### src/rtl/uart_pkg.sv
// Shared UART definitions: FSM state encoding, datapath widths and parity helper.
package uart_pkg;

  localparam int unsigned UART_DATA_W = 8;
  localparam int unsigned BAUD_CNT_W  = 16;

  typedef enum logic [2:0] {
    IDLE   = 3'd0,
    START  = 3'd1,
    DATA   = 3'd2,
    PARITY = 3'd3,
    STOP   = 3'd4,
    BREAK  = 3'd5
  } uart_state_e;

  // True when data bits plus the received parity bit have even weight.
  function automatic logic even_parity_ok(input logic [UART_DATA_W-1:0] data,
                                          input logic                   par);
    return (^{data, par}) == 1'b0;
  endfunction

endpackage

### src/rtl/uart_rx_if.sv
// Receiver-to-consumer bundle. Optional UART_RX_PARITY_EN adds parity_err.
interface uart_rx_if;
  import uart_pkg::*;

  logic [UART_DATA_W-1:0] data_out;
  logic                   rx_valid;
  logic                   rx_busy;
  logic                   frame_err;
`ifdef UART_RX_PARITY_EN
  logic                   parity_err;
`endif

`ifdef UART_RX_PARITY_EN
  modport master (output data_out, output rx_valid, output rx_busy, output frame_err,
                  output parity_err);
  modport slave  (input  data_out, input  rx_valid, input  rx_busy, input  frame_err,
                  input  parity_err);
`else
  modport master (output data_out, output rx_valid, output rx_busy, output frame_err);
  modport slave  (input  data_out, input  rx_valid, input  rx_busy, input  frame_err);
`endif

endinterface

### src/rtl/uart_sync.sv
// Two-flop synchroniser for an asynchronous single-bit input; resets to RESET_VAL.
module uart_sync #(
  parameter logic RESET_VAL = 1'b1
) (
  input  logic clk,
  input  logic rst,
  input  logic d,
  output logic q
);

  logic [1:0] sync_q;
  logic [1:0] sync_d;

  always_comb begin
    sync_d = {sync_q[0], d};
  end

  always_ff @(posedge clk) begin
    if (rst) sync_q <= {2{RESET_VAL}};
    else     sync_q <= sync_d;
  end

  assign q = sync_q[1];

endmodule

### src/rtl/uart_rx.sv
// 8N1 UART receiver with mid-bit sampling and break hold-off.
// Define UART_RX_PARITY_EN to add an even-parity bit and the parity_err pulse.
module uart_rx
  import uart_pkg::*;
#(
  parameter int unsigned CLK_FREQ  = 50000000,
  parameter int unsigned BAUD_RATE = 9600
) (
  input  logic       clk,
  input  logic       rst,
  input  logic       rx,
  uart_rx_if.master  bus
);

  localparam int unsigned BAUD_DIV = CLK_FREQ / BAUD_RATE;
  localparam int unsigned HALF_DIV = BAUD_DIV / 2;

  localparam logic [BAUD_CNT_W-1:0] BAUD_LAST = BAUD_CNT_W'(BAUD_DIV - 1);
  localparam logic [BAUD_CNT_W-1:0] HALF_LAST = BAUD_CNT_W'(HALF_DIV - 1);

  generate
    if (BAUD_DIV < 4) begin : g_bad_div
      $error("uart_rx: CLK_FREQ/BAUD_RATE must be at least 4");
    end
  endgenerate

  logic rx_s;

  uart_sync #(.RESET_VAL(1'b1)) u_sync (
    .clk (clk),
    .rst (rst),
    .d   (rx),
    .q   (rx_s)
  );

  uart_state_e            state_q,    state_d;
  logic [BAUD_CNT_W-1:0]  baud_cnt_q, baud_cnt_d;
  logic [2:0]             bit_cnt_q,  bit_cnt_d;
  logic [UART_DATA_W-1:0] shift_q,    shift_d;
  logic [UART_DATA_W-1:0] data_q,     data_d;
  logic                   valid_q,    valid_d;
  logic                   busy_q,     busy_d;
  logic                   ferr_q,     ferr_d;
`ifdef UART_RX_PARITY_EN
  logic                   par_ok_q,   par_ok_d;
  logic                   perr_q,     perr_d;
`endif

  // Next-state and registered-output logic.
  always_comb begin
    state_d    = state_q;
    baud_cnt_d = baud_cnt_q;
    bit_cnt_d  = bit_cnt_q;
    shift_d    = shift_q;
    data_d     = data_q;
    busy_d     = busy_q;
    valid_d    = 1'b0;
    ferr_d     = 1'b0;
`ifdef UART_RX_PARITY_EN
    par_ok_d   = par_ok_q;
    perr_d     = 1'b0;
`endif

    unique case (state_q)
      IDLE: begin
        busy_d     = 1'b0;
        baud_cnt_d = '0;
        if (!rx_s) begin
          state_d = START;
          busy_d  = 1'b1;
        end
      end

      // Mid-start-bit recheck rejects short glitches.
      START: begin
        if (baud_cnt_q == HALF_LAST) begin
          baud_cnt_d = '0;
          if (!rx_s) begin
            state_d   = DATA;
            bit_cnt_d = '0;
          end else begin
            state_d = IDLE;
            busy_d  = 1'b0;
          end
        end else begin
          baud_cnt_d = baud_cnt_q + BAUD_CNT_W'(1);
        end
      end

      DATA: begin
        if (baud_cnt_q == BAUD_LAST) begin
          baud_cnt_d = '0;
          shift_d    = {rx_s, shift_q[UART_DATA_W-1:1]};
          bit_cnt_d  = bit_cnt_q + 3'd1;
          if (bit_cnt_q == 3'd7) begin
`ifdef UART_RX_PARITY_EN
            state_d = PARITY;
`else
            state_d = STOP;
`endif
          end
        end else begin
          baud_cnt_d = baud_cnt_q + BAUD_CNT_W'(1);
        end
      end

`ifdef UART_RX_PARITY_EN
      PARITY: begin
        if (baud_cnt_q == BAUD_LAST) begin
          baud_cnt_d = '0;
          par_ok_d   = even_parity_ok(shift_q, rx_s);
          state_d    = STOP;
        end else begin
          baud_cnt_d = baud_cnt_q + BAUD_CNT_W'(1);
        end
      end
`endif

      STOP: begin
        if (baud_cnt_q == BAUD_LAST) begin
          baud_cnt_d = '0;
          if (rx_s) begin
            state_d = IDLE;
            busy_d  = 1'b0;
`ifdef UART_RX_PARITY_EN
            if (par_ok_q) begin
              data_d  = shift_q;
              valid_d = 1'b1;
            end else begin
              perr_d  = 1'b1;
            end
`else
            data_d  = shift_q;
            valid_d = 1'b1;
`endif
          end else begin
            ferr_d  = 1'b1;
            state_d = BREAK;
          end
        end else begin
          baud_cnt_d = baud_cnt_q + BAUD_CNT_W'(1);
        end
      end

      // Wait out a held-low line so it is not read as a stream of 0x00 frames.
      BREAK: begin
        busy_d = 1'b1;
        if (rx_s) begin
          state_d = IDLE;
          busy_d  = 1'b0;
        end
      end

      default: begin
        state_d    = IDLE;
        busy_d     = 1'b0;
        baud_cnt_d = '0;
      end
    endcase
  end

  always_ff @(posedge clk) begin
    if (rst) begin
      state_q    <= IDLE;
      baud_cnt_q <= '0;
      bit_cnt_q  <= '0;
      shift_q    <= '0;
      data_q     <= '0;
      valid_q    <= 1'b0;
      busy_q     <= 1'b0;
      ferr_q     <= 1'b0;
`ifdef UART_RX_PARITY_EN
      par_ok_q   <= 1'b0;
      perr_q     <= 1'b0;
`endif
    end else begin
      state_q    <= state_d;
      baud_cnt_q <= baud_cnt_d;
      bit_cnt_q  <= bit_cnt_d;
      shift_q    <= shift_d;
      data_q     <= data_d;
      valid_q    <= valid_d;
      busy_q     <= busy_d;
      ferr_q     <= ferr_d;
`ifdef UART_RX_PARITY_EN
      par_ok_q   <= par_ok_d;
      perr_q     <= perr_d;
`endif
    end
  end

  assign bus.data_out  = data_q;
  assign bus.rx_valid  = valid_q;
  assign bus.rx_busy   = busy_q;
  assign bus.frame_err = ferr_q;
`ifdef UART_RX_PARITY_EN
  assign bus.parity_err = perr_q;
`endif

endmodule

### src/flat_wrapper.sv
// flat-port wrapper written by rule: the top's interface ports become plain ports
module uart_rx_flat import uart_pkg::*;
#(
  parameter int unsigned CLK_FREQ  = 50000000,
  parameter int unsigned BAUD_RATE = 9600
)
  (clk, rst, rx, bus_data_out, bus_rx_valid, bus_rx_busy, bus_frame_err);
  uart_rx_if bus_i ();
  input  logic clk;
  input  logic rst;
  input  logic rx;
  output wire logic [$bits(bus_i.data_out)-1:0] bus_data_out;
  output wire logic [$bits(bus_i.rx_valid)-1:0] bus_rx_valid;
  output wire logic [$bits(bus_i.rx_busy)-1:0] bus_rx_busy;
  output wire logic [$bits(bus_i.frame_err)-1:0] bus_frame_err;
  assign bus_data_out = bus_i.data_out;
  assign bus_rx_valid = bus_i.rx_valid;
  assign bus_rx_busy = bus_i.rx_busy;
  assign bus_frame_err = bus_i.frame_err;
  uart_rx #(.CLK_FREQ(CLK_FREQ), .BAUD_RATE(BAUD_RATE)) u_core (.clk(clk), .rst(rst), .rx(rx), .bus(bus_i));
endmodule
### config.mk
export PLATFORM = sky130hd
export DESIGN_NAME = uart_rx_flat
export DESIGN_NICKNAME = d
export VERILOG_FILES = /design/src/rtl/uart_pkg.sv /design/src/rtl/uart_rx_if.sv /design/src/rtl/uart_sync.sv /design/src/rtl/uart_rx.sv /design/src/flat_wrapper.sv
export SDC_FILE = /design/constraint.sdc
export NUM_CORES = 1
export LEC_CHECK = 0
export BUFFER_PORTS_ARGS = -buffer_cell sky130_fd_sc_hd__buf_2
export CORE_UTILIZATION = 45
export CTS_BUF_LIST = sky130_fd_sc_hd__clkbuf_4
export CTS_CLUSTER_SIZE = 14
export DETAILED_ROUTE_END_ITERATION = 10
export PLACE_DENSITY = 0.6
export SYNTH_ARGS = -nofsm -noshare
export SYNTH_HDL_FRONTEND = slang
export SYNTH_SLANG_ARGS = --single-unit
### constraint.sdc
create_clock -name clk -period 2.66 [get_ports clk]
set_input_delay 0.532 -clock clk [delete_from_list [all_inputs] [get_ports clk]]
set_output_delay 0.532 -clock clk [all_outputs]
set_load 0.005 [all_outputs]
==> flow_summary_export.csv, run 1 <==
group,metric,value,unit
placed_design,place.gp.congestion,0.7898,
setup_path,path_class,"reg2reg",
yosys,synth_fp_nets,231,
placed_design,dp_hpwl,2388,microns
setup_path,cp-end-kind,"register",
global_routing,grt_max_degree,35,
floorplan,start_util,47.55,%
power,p_leak,0.7045,nW
cts,cts_num_sinks,43,
timing,final.setup.tns,0,ns
route,drc,0,
route,drt-pass1-iter-count,4,
setup_path,cp_data_required_time,2.95,ns
global_routing,track_usage,17.62,%
yosys,synth.most_common_cell,"dfxtp_1",
cts,cts_root_buf,"clkbuf_4",
min_path,hold_class,"in2reg",
setup_path,arrival,2.59,ns
power,power.total,0.001068,W
flow_run,drv_cap,0,
setup_path,critPathMaxFanout,17,
global_routing,met2_usage,25.87,%
cells_and_area,nets,238,
yosys,netlist_area,1943,sq um
cts,clockBufferDepth,2,
cts,post_cts_buffers,0,
timing,slew_headroom,34.66,%
cts,numCtsBuffers,5,
timing,worst_slew_pin_slew,0.9554,ns
timing,rsz0062_at_grt,"no",
setup_path,reg2reg_slack,0.36,ns
cts,cts_tree,"yes",
cells_and_area,diodes,0,
yosys,synthArstFlopShare,0,%
floorplan,rows,23,
yosys,synth_edf_count,0,
yosys,synth_warnings,0,
floorplan,die_h,67.71,microns
floorplan,ioPinCount,14,
placed_design,port_buffers,13,
route,routedWlPerCell,12.57,microns
cts,htree_levels,2,
global_routing,grt-busiest-layer,"met2",
timing,layout_min_cycle_time,2.297,ns
setup_path,reg2regPathDepth,6,
yosys,avgSynthCellArea,8.636,sq um
yosys,synth_top_area_cell,"dfxtp_1",
power,ir_drop,337.3,uV
timing,fmax,435.4,MHz
route,drt-vias-per-instance,5.367,
yosys,yosys-top-cells-area,"dfxtp_1 (44%), nand2_1 (5.8%), nor2_1 (5.8%), a21oi_1 (5.2%), mux2i_1 (4.1%)",
placed_design,place_inst,275,
yosys,netlist_instances,225,
cells_and_area,final_cells,283,
yosys,yosysTopAreaCellShare,44.30,%
global_routing,grt_pass1_wl,6003,microns
power,p_per_area,514.6,nW/um^2
timing,slew_viol_final,0,
route,vias,1519,
floorplan,core-area,4086,sq um
placed_design,dp_slack,0.4233,ns
global_routing,met3_usage,3.547,%
outcome,status,"finished, final reports clean",
cts,clk_pin_slew_worst_paths,0.14,ns
min_path,hold_depth,2,
yosys,synth_seq_cells,43,
route,wl,3557,microns
yosys,synth_common_cells,"dfxtp_1 (43), nand2_1 (30), nor2_1 (30)",
timing,finClkSkew,0.01299,ns
cells_and_area,multiInputGateArea,1013,sq um
global_routing,antenna_found_initial,0,
cts,cts_hold_buf,0,
timing,setup_viol,0,
cts,clock_latency,0.35,ns
route,ant_nets,0,
yosys,yosysSeqAreaShare,44.30,%
global_routing,grt_overflow,0,
cells_and_area,fillCellCount,403,
yosys,post_synth_num_cell_types,42,
timing,hold_viol,0,
cells_and_area,area_growth,6.761,%
floorplan,floorplan.die_area,4585,sq um
setup_path,startpoint_type,"register",
timing,final.period_utilization,86.35,%
cts,ctsResizeCount,0,
floorplan,fp.dieW,67.71,microns
global_routing,grtUsageMet1,24.54,%
yosys,synth_ff_type,"dfxtp_1",
global_routing,grt_pass1_vias,1324,
route,drt_iter0_drc,102,
cells_and_area,ff_latch_area,860.8,sq um
timing,layout_setup_ws,0.3631,ns
cells_and_area,drive_above_1_share,13.30,%
## flip-flops by register name, summed over array words and instances, names as in the netlist
signal                cells
u_core.shift_q            8
u_core.bit_cnt_q          3
u_core.bus.rx_busy        1
u_core.bus.data_out       8
u_core.baud_cnt_q        16
u_core.state_q            3
u_core.bus.frame_err      1
u_core.u_sync.sync_q      2
u_core.bus.rx_valid       1
## cell families (layout without fill, tap and decap cells)
family | after synthesis | after routing | share of synthesized area [%]
DFF | 43 | 43 | 44.30
AOI/OAI and AO/OA | 38 | 38 | 11.72
buffers and inverters | 15 | 23 | 3.863
and+or+nand+nor | 107 | 107 | 29.10
muxes | 8 | 8 | 4.121
xor gates and xnor gates | 11 | 11 | 4.958
adders and majority gates | 3 | 3 | 1.932
## area by class of cell
| cell class | instances | share of cell area (%) |
|---|---|---|
| multi-input cells | 167 | 48.85 |
| flip-flops and latches | 43 | 41.50 |
| repair buffers | 14 | 3.498 |
| well taps | 50 | 3.016 |
| clock buffers | 5 | 1.809 |
| clock inverters | 3 | 1.146 |
| inverters | 1 | 0.1809 |
## critical path, stage by stage (launching register included)
cell and delay (ns):
dfxtp_1 0.40, ha_1 0.25, nor4b_1 0.26, nand4_1 0.16
a22o_1 0.46, or4b_1 0.56, a21oi_1 0.14
## worst paths after layout
path / to / startpoint
min: u_core.u_sync.sync_q[0] / rx
min reg2reg: u_core.u_sync.sync_q[1] / u_core.u_sync.sync_q[0]
max reg2reg: u_core.state_q[0] / u_core.baud_cnt_q[0]
max: u_core.state_q[0] / u_core.baud_cnt_q[0]
## power by group
group          internal (W)  leakage, nW  switching [W]
sequential         0.000653        0.347      0.0000166
clock              0.000106       0.0278       0.000223
combinational     0.0000235        0.330      0.0000452
## through the flow
step	util, %	area, sq um	hold slack [ns]
global placement	49.27	2013	0.3935
CTS	50.77	2074	0.3466
floorplan	-	1943	0.3895
global route	50.77	2074	0.3469
detailed placement	49.27	2013	0.3990
finish	50.77	2074	0.3600
## metal layers
layer | share of wire (%) | up-vias
met5 | 0 | -
met4 | 1.3 | 0
met3 | 2.7 | 5
met2 | 42 | 25
met1 | 54 | 689
li1 | - | 800
## placed cells by master, fill, tap and decap left out, types with 2 or more instances in the layout
| master | Yosys | layout |
|---|---|---|
| a211oi_1 | 2 | 2 |
| xnor2_1 | 6 | 6 |
| and4_1 | 2 | 2 |
| xor2_1 | 5 | 5 |
| nor4bb_1 | 2 | 2 |
| nand4_1 | 5 | 5 |
| nor3_1 | 3 | 3 |
| nor2_1 | 30 | 30 |
| and3_1 | 3 | 3 |
| clkbuf_4 | 0 | 5 |
| clkinvlp_4 | 0 | 2 |
| and4bb_1 | 2 | 2 |
| a21oi_1 | 20 | 20 |
| a31oi_1 | 3 | 3 |
| nand3b_1 | 2 | 2 |
| o211ai_1 | 3 | 3 |
| or2_2 | 4 | 4 |
| or3_1 | 4 | 4 |
| buf_2 | 3 | 13 |
| nand2_1 | 30 | 30 |
| mux2i_1 | 8 | 8 |
| o21ai_0 | 4 | 4 |
| nor2b_1 | 3 | 3 |
| dfxtp_1 | 43 | 43 |
| nand2b_1 | 2 | 2 |
| nand3_1 | 6 | 6 |
| ha_1 | 3 | 3 |
(Power assumes the default switching activity.)
==> run 2: changes to the inputs <==
--- a/config.mk
+++ b/config.mk
@@ -6,6 +6,7 @@
 export NUM_CORES = 1
 export LEC_CHECK = 0
 export BUFFER_PORTS_ARGS = -buffer_cell sky130_fd_sc_hd__buf_2
+export CORE_MARGIN = 5
 export CORE_UTILIZATION = 45
 export CTS_BUF_LIST = sky130_fd_sc_hd__clkbuf_4
 export CTS_CLUSTER_SIZE = 14
==> flow_summary_export.csv, run 2 (synthesis results as in run 1) <==
group,metric,value,unit
outcome,status,"finished, final reports clean",
power,clockPowerShare,30.2,%
setup_path,cp_slowest_cell,"or4b_1",
cts,clock_latency,0.35,ns
power,p_sw_share,25.38,%
cts,numCtsBuffers,5,
setup_path,cp_cell_sequence,"ha_1 -> and4bb_1 -> nand4_2 -> a22o_1 -> or4b_1 -> a21oi_1",
floorplan,rows,23,
route,wl,3722,microns
setup_path,startpoint_type,"register",
setup_path,cp_top_family,"simple AND/OR/NAND/NOR gates",
power,power_frac_seq,63.3,%
timing,setup_viol,0,
timing,hold_viol,0,
cts,cts_num_sinks,43,
route,drt_iter0_drc,118,
timing,rsz0062_at_grt,"no",
setup_path,cp-end-kind,"register",
timing,layout_min_cycle_time,2.302,ns
timing,slew_viol_final,0,
route,drt-vias-per-instance,5.367,
flow_run,drv_cap,0,
global_routing,antenna_found_initial,0,
cells_and_area,nets,238,
cts,cts_root_buf,"clkbuf_4",
timing,finClkSkew,0.009965,ns
power,combPwrFrac,6.5,%
cts,clockBufferDepth,2,
setup_path,cp_data_required_time,2.95,ns
global_routing,grt_max_degree,35,
timing,final.setup.tns,0,ns
cells_and_area,final_cell_mix,"dfxtp_1 (43), nor2_1 (30), nand2_1 (30), a21oi_1 (20), buf_2 (13)",
min_path,hold_class,"in2reg",
setup_path,crit_buf_inv,0,
route,routedWlPerCell,13.15,microns
floorplan,start_util,47.55,%
cts,cts_tree,"yes",
cells_and_area,largest_register_ffs,16,
placed_design,place.gp.congestion,0.7681,
cts,cts_hold_buf,0,
power,p_per_area,510.9,nW/um^2
power,p_switching,0.0002685,W
setup_path,path_class,"reg2reg",
floorplan,ioPinCount,14,
floorplan,core-area,4086,sq um
route,drc,0,
timing,worst_slew_pin_slew,0.9015,ns
placed_design,port_buffers,13,
global_routing,grt_pass1_vias,1428,
global_routing,grt_pass1_wl,6686,microns
timing,slew_headroom,38.34,%
setup_path,cpPeakStageDelay,0.56,ns
cells_and_area,top_register,"u_core.baud_cnt_q",
cts,ctsResizeCount,0,
power,p_leak,0.7100,nW
cells_and_area,layout_commonest_cell,"dfxtp_1",
placed_design,dp_hpwl,2496,microns
cts,clk_pin_slew_worst_paths,0.13,ns
route,vias,1519,
route,ant_nets,0,
cells_and_area,area_growth,6.568,%
power,ir_drop,296.1,uV
cells_and_area,diodes,0,
power,power.total,0.001058,W
global_routing,track_usage,15.22,%
setup_path,arrival,2.59,ns
cts,htree_levels,2,
floorplan,floorplan.die_area,5732,sq um
floorplan,die_h,75.71,microns
timing,final.period_utilization,86.54,%
floorplan,fp.dieW,75.71,microns
global_routing,grt_overflow,0,
setup_path,critPathMaxFanout,17,
cts,post_cts_buffers,0,
timing,fmax,434.4,MHz
power,intPower,0.0007893,W
cells_and_area,drive_above_1_share,12.88,%
route,drt-pass1-iter-count,4,
run 2: cell types whose count changed in the layout (fill, tap and decap cells not counted):
cell / previous run / this run
clkbuf_4: 5 / 6
inv_6: 1 / 0
clkinv_1: 0 / 1
clkinvlp_4: 2 / 0
clkinv_4: 0 / 1
run 2: power by group through the flow:
stage          clock (W)  sequential [W]  combinational [W]
6_report        0.000319        0.000670          0.0000687
5_1_grt         0.000361        0.000672          0.0000779
4_1_cts         0.000329        0.000670          0.0000688
3_5_place_dp           0        0.000684          0.0000682
3_3_place_gp           0        0.000684          0.0000682
2_1_floorplan          0        0.000673          0.0000714
run 2: worst paths after layout:
| check | cells after the start | slack (ns) | end | from |
|---|---|---|---|---|
| worst max-delay path | 6 | 0.36 | u_core.state_q[0] | u_core.baud_cnt_q[0] |
| worst min-delay path | 2 | 0.36 | u_core.u_sync.sync_q[0] | rx |
| worst max register to register | 6 | 0.36 | u_core.state_q[0] | u_core.baud_cnt_q[0] |
| worst min register to register | 1 | 0.43 | u_core.u_sync.sync_q[1] | u_core.u_sync.sync_q[0] |
run 2: routing by layer:
| layer | up-vias | share of wire, % | track usage (%) |
|---|---|---|---|
| li1 | 803 | - | - |
| met1 | 688 | 54 | 21.87 |
| met2 | 19 | 41 | 21.48 |
| met3 | 9 | 2.9 | 4.222 |
| met4 | 0 | 1.8 | 6.019 |
| met5 | - | 0 | 0 |
run 2: metrics by stage:
stage                     util (%)  hold WS (ns)  area (sq um)  setup slack (ns)  cells
after global placement       49.27        0.3943          2013            0.4350    275
after CTS                    50.67        0.3518          2071            0.3594    283
after detailed placement     49.27        0.4019          2013            0.3938    275
after global routing         50.67        0.3529          2071            0.1951    283
after floorplan                  -        0.3895          1943            0.6760    225
final                        50.67        0.3622          2071            0.3580    283
run 2: area by class of cell:
cell class / count / area [sq um]
inverters: 1 / 3.754
repair buffers: 14 / 72.57
well taps: 50 / 62.56
flip-flops and latches: 43 / 860.8
clock inverters: 2 / 12.51
multi-input cells: 167 / 1013
clock buffers: 6 / 45.04
fillers: 415 / 2016
==> run 3: changes to the inputs <==
--- a/config.mk
+++ b/config.mk
@@ -12,6 +12,7 @@
 export CTS_CLUSTER_SIZE = 14
 export DETAILED_ROUTE_END_ITERATION = 10
 export PLACE_DENSITY = 0.6
+export RECOVER_POWER = 50
 export SYNTH_ARGS = -nofsm -noshare
 export SYNTH_HDL_FRONTEND = slang
 export SYNTH_SLANG_ARGS = --single-unit
==> flow_summary_export.csv, run 3 (synthesis results as in run 1) <==
group,metric,value,unit
outcome,status,"finished, final reports clean",
power,ir_drop,296.2,uV
cells_and_area,layout_commonest_cell,"dfxtp_1",
floorplan,ioPinCount,14,
setup_path,cp_data_required_time,2.94,ns
timing,worst_slew_pin_slew,1.421,ns
setup_path,path_class,"reg2reg",
cells_and_area,nets,238,
cts,numCtsBuffers,5,
cells_and_area,largest_register_ffs,16,
floorplan,start_util,47.55,%
route,drt_iter0_drc,130,
global_routing,grt_overflow,0,
cts,clk_pin_slew_worst_paths,0.13,ns
timing,slew_headroom,5.273,%
global_routing,track_usage,15.22,%
setup_path,reg2reg_slack,0.35,ns
global_routing,antenna_found_initial,0,
cells_and_area,area_growth,5.602,%
timing,rsz0062_at_grt,"no",
cells_and_area,drive_above_1_share,8.155,%
route,ant_nets,0,
setup_path,arrival,2.59,ns
cts,post_cts_buffers,0,
route,drc,0,
route,routedWlPerCell,13.04,microns
setup_path,startpoint_type,"register",
route,wl,3689,microns
global_routing,grt_pass1_vias,1428,
route,drt-vias-per-instance,5.353,
flow_run,drv_cap,0,
cells_and_area,final_core_util,50.21,%
cells_and_area,diodes,0,
global_routing,grt_pass1_wl,6686,microns
timing,setup_viol,0,
floorplan,rows,23,
floorplan,die_h,75.71,microns
cts,htree_levels,2,
setup_path,cp-end-kind,"register",
min_path,hold_class,"in2reg",
timing,finClkSkew,0.01146,ns
cells_and_area,top_register,"u_core.baud_cnt_q",
route,drt-pass1-iter-count,4,
cts,cts_num_sinks,43,
setup_path,reg2regPathDepth,6,
placed_design,place.gp.congestion,0.7681,
route,vias,1515,
setup_path,r2r_end,"u_core.state_q[0]",
timing,final.period_utilization,86.91,%
setup_path,crit-reg2reg-launch,"u_core.baud_cnt_q[0]",
placed_design,port_buffers,13,
setup_path,crit_end,"u_core.state_q[0]",
power,p_per_area,515.3,nW/um^2
setup_path,critPathLaunch,"u_core.baud_cnt_q[0]",
timing,slew_viol_final,0,
cts,cts_root_buf,"clkbuf_4",
power,p_leak,0.6659,nW
cts,ctsResizeCount,0,
cells_and_area,multiInputGateArea,1007,sq um
floorplan,core-area,4086,sq um
global_routing,grt_max_degree,35,
floorplan,floorplan.die_area,5732,sq um
cts,cts_hold_buf,0,
cts,clock_latency,0.35,ns
cts,clockBufferDepth,2,
timing,layout_min_cycle_time,2.312,ns
setup_path,critPathMaxFanout,17,
timing,hold_viol,0,
timing,fmax,432.6,MHz
cells_and_area,fillCellCount,419,
floorplan,fp.dieW,75.71,microns
placed_design,dp_hpwl,2496,microns
cells_and_area,ff_latch_area,860.8,sq um
cells_and_area,final_cell_mix,"dfxtp_1 (43), nor2_1 (30), nand2_1 (30), a21oi_1 (20), clkbuf_1 (10)",
timing,final.setup.tns,0,ns
cts,cts_tree,"yes",
[run 3: worst min path at each step]
stage                             from                       to  slack, ns  cells after the start
6_report                            rx  u_core.u_sync.sync_q[0]       0.36                      2
5_1_grt                             rx  u_core.u_sync.sync_q[0]       0.35                      2
4_1_cts                             rx  u_core.u_sync.sync_q[0]       0.35                      2
3_5_place_dp   u_core.u_sync.sync_q[0]  u_core.u_sync.sync_q[1]       0.40                      1
3_3_place_gp   u_core.u_sync.sync_q[0]  u_core.u_sync.sync_q[1]       0.39                      1
2_1_floorplan  u_core.u_sync.sync_q[0]  u_core.u_sync.sync_q[1]       0.39                      1
[run 3: final cells by class]
| cell class | instances | share of cell area (%) |
|---|---|---|
| multi-input cells | 167 | 49.09 |
| flip-flops and latches | 43 | 41.95 |
| clock buffers | 6 | 2.195 |
| clock inverters | 2 | 0.6098 |
| repair buffers | 14 | 2.927 |
| inverters | 1 | 0.1829 |
| well taps | 50 | 3.049 |
[run 3: power by group]
| part | switching (W) | internal, W | total, W |
|---|---|---|---|
| Clock | 0.000207 | 0.000113 | 0.000320 |
| Combinational | 0.0000449 | 0.0000234 | 0.0000683 |
| Sequential | 0.0000164 | 0.000653 | 0.000669 |
[run 3: worst max-delay path: stages (launching register included)]
cell and delay (ns):
dfxtp_1 0.40, ha_1 0.26, nor4b_1 0.26, nand4_1 0.16, a22o_1 0.46, or4b_1 0.56
a21oi_1 0.14
[run 3: layer usage]
layer | GRT usage [%] | up-vias | part of all wire (%)
met2 | 21.48 | 22 | 41
met4 | 6.019 | 0 | 1.8
met3 | 4.222 | 9 | 3.8
met1 | 21.87 | 681 | 53
met5 | 0 | - | 0
li1 | - | 803 | -
[run 3: per-stage QoR]
step	hold WS [ns]	power, W	instance area, sq um	worst slack (ns)	instances
after detailed placement	0.4019	0.0007524	2013	0.3938	275
after global placement	0.3943	0.0007517	2013	0.4350	275
final	0.3616	0.001057	2052	0.3482	283
after floorplan	0.3895	0.0007445	1943	0.6760	225
after CTS	0.3518	0.001068	2071	0.3594	283
after global routing	0.3529	0.001110	2052	0.1990	283
